### config.mk
export PLATFORM = sky130hd
export DESIGN_NAME = parking_counter
export DESIGN_NICKNAME = d
export VERILOG_FILES = /design/src/rtl/parking_counter.sv
export SDC_FILE = /design/constraint.sdc
export NUM_CORES = 1
export LEC_CHECK = 0
export CORE_MARGIN = 8
export CORE_UTILIZATION = 54
export DETAILED_ROUTE_END_ITERATION = 6
export PLACE_DENSITY = 0.79
export SLEW_MARGIN = 20
export SYNTH_ARGS = -nofsm -noshare
export SYNTH_HDL_FRONTEND = slang
export SYNTH_SLANG_ARGS = --single-unit
export TNS_END_PERCENT = 5
### constraint.sdc
create_clock -name clk -period 2.7 [get_ports clk]
set_input_delay 0.405 -clock clk [delete_from_list [all_inputs] [get_ports clk]]
set_output_delay 0.405 -clock clk [all_outputs]
set_load 0.05 [all_outputs]
### src/rtl/parking_counter.sv
// Parking-lot occupancy counter with sticky over/underflow flags and a
// double-dabble converter that drives two BCD display digits from the count.
module parking_counter #(
    parameter int CAPACITY = 99,
    parameter int W        = 7
) (
    input  logic         clk,
    input  logic         rst,
    input  logic         incr,
    input  logic         decr,
    input  logic         clr_err,
    output logic [W-1:0] count,
    output logic [W-1:0] free,
    output logic         full,
    output logic         empty,
    output logic         ovf_err,
    output logic         unf_err,
    output logic [3:0]   bcd_tens,
    output logic [3:0]   bcd_ones,
    output logic         bcd_valid
);

    localparam int            SW   = W + 8;
    localparam logic [W-1:0]  CAP  = W'(CAPACITY);
    localparam logic [W-1:0]  ONE  = W'(1);
    localparam logic [2:0]    LAST = 3'(W - 1);

    typedef enum logic {
        CONV_IDLE  = 1'b0,
        CONV_SHIFT = 1'b1
    } conv_state_e;

    conv_state_e   state_q;
    logic [W-1:0]  count_q, count_d;
    logic [W-1:0]  snap_q;
    logic [SW-1:0] sr_q, sr_d;
    logic [2:0]    iter_q;
    logic          ovf_q, ovf_d;
    logic          unf_q, unf_d;
    logic [3:0]    tens_q, ones_q;
    logic          valid_q;
    logic          full_w, empty_w;
    logic          inc_only, dec_only;

    // One double-dabble step: correct each BCD nibble, then shift left.
    function automatic logic [SW-1:0] dabble(input logic [SW-1:0] s);
        logic [SW-1:0] t;
        t = s;
        if (t[SW-1:SW-4] >= 4'd5) t[SW-1:SW-4] = t[SW-1:SW-4] + 4'd3;
        if (t[SW-5:SW-8] >= 4'd5) t[SW-5:SW-8] = t[SW-5:SW-8] + 4'd3;
        return t << 1;
    endfunction

    always_comb begin
        full_w   = (count_q == CAP);
        empty_w  = (count_q == '0);
        inc_only = incr & ~decr;
        dec_only = decr & ~incr;

        count_d = count_q;
        if (inc_only && !full_w)  count_d = count_q + ONE;
        if (dec_only && !empty_w) count_d = count_q - ONE;

        // A simultaneous error event beats the clear.
        ovf_d = (inc_only & full_w)  | (ovf_q & ~clr_err);
        unf_d = (dec_only & empty_w) | (unf_q & ~clr_err);

        sr_d = dabble(sr_q);
    end

    always_ff @(posedge clk) begin
        if (!rst) begin
            count_q <= '0;
            snap_q  <= '0;
            sr_q    <= '0;
            iter_q  <= '0;
            ovf_q   <= 1'b0;
            unf_q   <= 1'b0;
            tens_q  <= '0;
            ones_q  <= '0;
            valid_q <= 1'b1;
            state_q <= CONV_IDLE;
        end else begin
            count_q <= count_d;
            ovf_q   <= ovf_d;
            unf_q   <= unf_d;

            // Any count change, even mid-conversion, restarts from a fresh snapshot.
            if (count_q != snap_q) begin
                snap_q  <= count_q;
                sr_q    <= {8'b0, count_q};
                iter_q  <= '0;
                valid_q <= 1'b0;
                state_q <= CONV_SHIFT;
            end else begin
                case (state_q)
                    CONV_IDLE: ;
                    CONV_SHIFT: begin
                        sr_q <= sr_d;
                        if (iter_q == LAST) begin
                            tens_q  <= sr_d[SW-1:SW-4];
                            ones_q  <= sr_d[SW-5:SW-8];
                            valid_q <= 1'b1;
                            state_q <= CONV_IDLE;
                        end else begin
                            iter_q <= iter_q + 3'd1;
                        end
                    end
                    default: state_q <= CONV_IDLE;
                endcase
            end
        end
    end

    assign count     = count_q;
    assign free      = CAP - count_q;
    assign full      = full_w;
    assign empty     = empty_w;
    assign ovf_err   = ovf_q;
    assign unf_err   = unf_q;
    assign bcd_tens  = tens_q;
    assign bcd_ones  = ones_q;
    assign bcd_valid = valid_q;

endmodule

After elaboration in Yosys (flattened, before gate mapping)
Cells that the tools add are included.
- register bits: 44
- bits of input ports: 5
- output and inout bits: 27
- add/subtract/negate cells: 6
- order comparisons: 2
- equal/unequal tests: 3
- multiplexer cells: 12
- bitwise logic cells: 14
- reductions and logical operators: 12
- operators by type and width (cell ; count):
    $mux W7 ; 4
    $ge A4 B3 Y1 const B ; 2
    $add A7 B1 Y7 const B ; 1
    $eq A7 B7 Y1 const B ; 1
    $logic_not A7 Y1 ; 1
    $ne A7 B7 Y1 ; 1
    $sub A7 B1 Y7 const B ; 1
    $sub A7 B7 Y7 const A ; 1
    $and A1 B1 Y1 ; 6
    $mux W1 ; 6
    $not A1 Y1 ; 6
    $reduce_bool A2 Y1 ; 3
    $add A4 B2 Y4 const B ; 1
    $mux W4 ; 1
    $reduce_and A2 Y1 ; 2
    $add A3 B1 Y3 const B ; 1
    $add A3 B2 Y3 const B ; 1
    $eq A3 B3 Y1 const B ; 1
    $mux W3 ; 1
    $reduce_and A3 Y1 ; 1
    $logic_and A1 B1 Y1 ; 2
    $logic_not A1 Y1 ; 2
    $or A1 B1 Y1 ; 2
    $reduce_or A2 Y1 ; 1

Logic depth before layout (Yosys ltp)
- depth after elaboration: 5
- mapped depth: 11
- depth with buffers taken out: 11

Worst setup path after synthesis
OpenSTA, ideal clock, no wires.
- path type: flip-flop to flip-flop
- start point: reg count_q[5] (netlist: count[5])
- end point: reg count_q[6] (netlist: count[6])
- setup time: 0.117 ns
- data arrival time: 2.636 ns
- path slack: -0.053 ns
- cell stages (with the launch flop): 11
- path buffers: 1
- clock period less this slack: 2.753 ns
- cells stage by stage: dfxtp_1 -> buf_6 -> or4_4 -> o21ai_4 -> inv_1 -> ha_1 -> nor2b_1 -> o31a_1 -> o21ai_0 -> o2bb2ai_1 -> nand2_1
- cells in the longest elaborated chain, start to end: 4
- RTL lines (item ; RTL line ; text):
    from (decl) ; 34 ; logic [W-1:0] count_q, count_d;
    from (signal assigned) ; 84 ; count_q <= count_d;
    parallel branches: the longest is 4 deep, another holds $add A7 B1 Y7 ; n/a ;
Several ways; the timed one is not identified. The select of a mux whose other input is x is not followed.
A chain may end at the register's enable or synchronous reset.

Worst setup path in the final report
- start point: reg count_q[2] (netlist: count[2])
- end point: reg count_q[6] (netlist: count[6])
Same word-level chain as after synthesis.

==> results.toml <==
[clock_tree]
numCtsBuffers = 5
cts_tree = "built"
clk_pin_slew_ns = 0.09
clkLatencyLatePin_ns = 0.30
postCtsHoldBufs = 0
cts_root_buffer = "clkbuf_8"
cts.sinks = 44
clockBufferDepth = 2
htree_num_levels = 2

[power_and_ir_drop]
p_leak_nw = 1.205
finalPower_mw = 2.444
switching_power_uw = 967.1
p_per_area_nw_per_um2 = 880.2
p_comb_frac = 0.442
pwr-share-clk = 0.218
p_int_mw = 1.477
switching_share = 0.3957
ir_drop_mv = 0.6102
p_seq_frac = 0.340

[floorplanning]
core_area_um2 = 4029
start_util = 0.5627
io-pin-count = 32
die_area_um2 = 6528
core.rowCount = 23
die_w_um = 80.80
die_y_um = 80.80

[placed_design]
pre_cts_ws_ns = 0.05741
gp_congestion = 0.8739
portBuffers = 31
hpwl_mm = 3.381

[synthesis]
syn_area_per_cell_um2 = 9.105
syn_inst = 249
synth_edf_count = 0
synth_top_family_by_area = "simple AND/OR/NAND/NOR gates"
synth_warnings = 0
synth_most_common_cell = "dfxtp_1"
synth_compound_area_frac = 0.1606
synthDistinctLibCells = 43
syn_nets = 267
yosys.area_share.simple = 0.1832
synth_top_flop_cell = "dfxtp_1"
ys_ff_latch = 44
syn_area_um2 = 2267
yosys.area_share.xor_xnor = 0.06567
synth_common_cells = "dfxtp_1, nand2_1, mux2i_1"
synth.area.top_cells = "dfxtp_1, mux2i_1, ha_1"
ys_seq_area_frac = 0.3885
synth_adder_area_share = 0.07506
synth.area.mux_share = 0.07064
synth_top_cell_by_area = "dfxtp_1"
synth_top_area_frac = 0.3885
synthArstFlopShare = 0

[hold_path]
worstHoldPathType = "reg -> reg"

[setup_path]
cpLargestDelayFamily = "compound AO/OA/AOI/OAI gates"
worst_ep_arrival_time_ns = 2.70
cp_max_fo = 5
cp_num_buf_inv = 2
cpPeakStageDelay_ns = 0.35
end_kind = "register"
cpMaxStageDelayCell = "ha_1"
required_ns = 2.90
critPathLaunchType = "register"
crit_chain = "inv_1, ha_1, or2b_1, o21ai_4, inv_1, ha_1, nor2b_1, o31a_1, o21ai_1, o2bb2ai_1, nand2_1"
path_class = "reg -> reg"

[sta]
slew-limit-headroom = 0.6478
rsz0062_at_grt = "false"
holdWs_ns = 0.4689
drv_slew = 0
hold_viol_final = 0
finalCritPeriodShare = 0.9266
worst_pin_slew_ns = 0.5236
setup_violations = 0
period_minus_slack_ns = 2.502
finalWorstSetupSlack_ns = 0.1983
fin_skew_ns = 0.008343
max_freq_mhz = 399.7
timing.setup.tns_ns = 0

[routing]
wirelength_mm = 4.687
dr_wl_met2_mm = 2.269
via_count = 1793
viasPerCell = 5.336
ant_nets = 0
wirelength_met1_mm = 2.206
drc = 0
wl_per_cell_um = 13.95
first_iter_violations = 68
top_layer = "met4"
drtPass1Iterations = 4
dr_wl_met3_um = 158

[finish]
insertedDiodeCount = 0
fill_cells = 340
nNetsFinal = 303
synthToLayoutAreaGrowth_pct = 22.46
final_util = 0.6891
drive_above_1_share = 0.1154

[global_routing]
globalRouteOverflowTotal = 0
antenna_found_initial = 0
grt_pass1_wl_mm = 7.935
grt_max_degree = 20
grt_pass1_vias = 1758
grt_usage = 0.1509

[job]
maxCapViolCount = 0

[run_status]
status = "finished, final reports clean"
[worst reg2reg max path, cell delays in order, from the launching register on]
cell and delay, ns:
dfxtp_2 0.33, inv_1 0.07, ha_1 0.20, or2b_1 0.34, o21ai_4 0.19, inv_1 0.14, ha_1 0.35, nor2b_1 0.17
o31a_1 0.26, o21ai_1 0.17, o2bb2ai_1 0.14, nand2_1 0.06
[placed cells by master (no fill, tap or decap), types with 2 or more instances in the layout]
cell type         n
nor3_1            2
mux2i_1          16
nand2_1          25
dfxtp_1          41
inv_1            13
a21boi_0          2
clkbuf_8          6
a21oi_1          11
o21a_1            2
o31a_1            2
and2_1            9
clkdlybuf4s50_1  28
buf_4            16
dfxtp_2           3
o21ai_4           2
o21ai_0          10
o21ai_1           2
nand3_1          11
xnor2_1          13
nor2b_1           6
nand4_1           2
xor2_1            4
o211a_1          10
nor3b_1           3
nor2_1           13
nand2b_1          3
a211oi_1          3
ha_1             12
[final cells by class]
cell class | instances | area [µm²] | area share
clock buffers | 6 | 82.58 | 0.02974
flip-flops and latches | 44 | 884.6 | 0.3186
clock inverters | 2 | 38.79 | 0.01397
well taps | 50 | 62.56 | 0.02253
repair buffers | 44 | 400.4 | 0.1442
inverters | 13 | 48.80 | 0.01758
multi-input cells | 177 | 1259 | 0.4534
[power groups by stage]
stage,Clock [mW],Combinational (mW),Sequential (mW)
6_report,0.534,1.08,0.830
5_1_grt,0.575,1.19,0.841
4_1_cts,0.545,1.09,0.829
3_5_place_dp,0,1.08,0.843
3_3_place_gp,0,1.07,0.841
2_1_floorplan,0,0.727,0.916
[sequential cells by signal, summed over array words and instances (netlist names)]
name       cells
iter_q         3
bcd_ones       4
bcd_tens       4
count          7
state_q        1
ovf_err        1
sr_q          15
bcd_valid      1
unf_err        1
snap_q         7
[stage by stage]
stage                     area (µm²)  instances
after global placement          2655        328
after CTS                       2776        336
after detailed placement        2655        328
final                           2776        336
after floorplan                 2271        249
after global routing            2776        336
[what timing repair did]
action	CTS	global route
setup buffers	0	0
gates resized for setup	0	1
setup endpoints to repair	0	1
[cells by family after synthesis]
| group | after synthesis |
|---|---|
| and+or+nand+nor | 81 |
| AOI/OAI and AO/OA | 50 |
| DFF | 44 |
| buffers and inverters | 28 |
| xor gates and xnor gates | 17 |
| muxes | 16 |
| adders and majority gates | 13 |
[path summary, 6_finish.rpt]
path	end	startpoint	slack, ns	cells after the start
setup / recovery	count[6]$_SDFFE_PN0P_	count[2]$_SDFFE_PN0P_	0.20	11
hold / removal	bcd_tens[1]$_SDFFE_PN0P_	bcd_tens[1]$_SDFFE_PN0P_	0.47	2
setup reg to reg	count[6]$_SDFFE_PN0P_	count[2]$_SDFFE_PN0P_	0.20	11
hold reg to reg	bcd_tens[1]$_SDFFE_PN0P_	bcd_tens[1]$_SDFFE_PN0P_	0.47	2
[per-layer routing]
layer  vias to the layer above  track usage
met3                         7      0.03532
met2                        27       0.2638
met1                       832       0.1778
li1                        927            -
met5                         -            0
met4                         0      0.04821
Power figures use the tool's default switching activity.
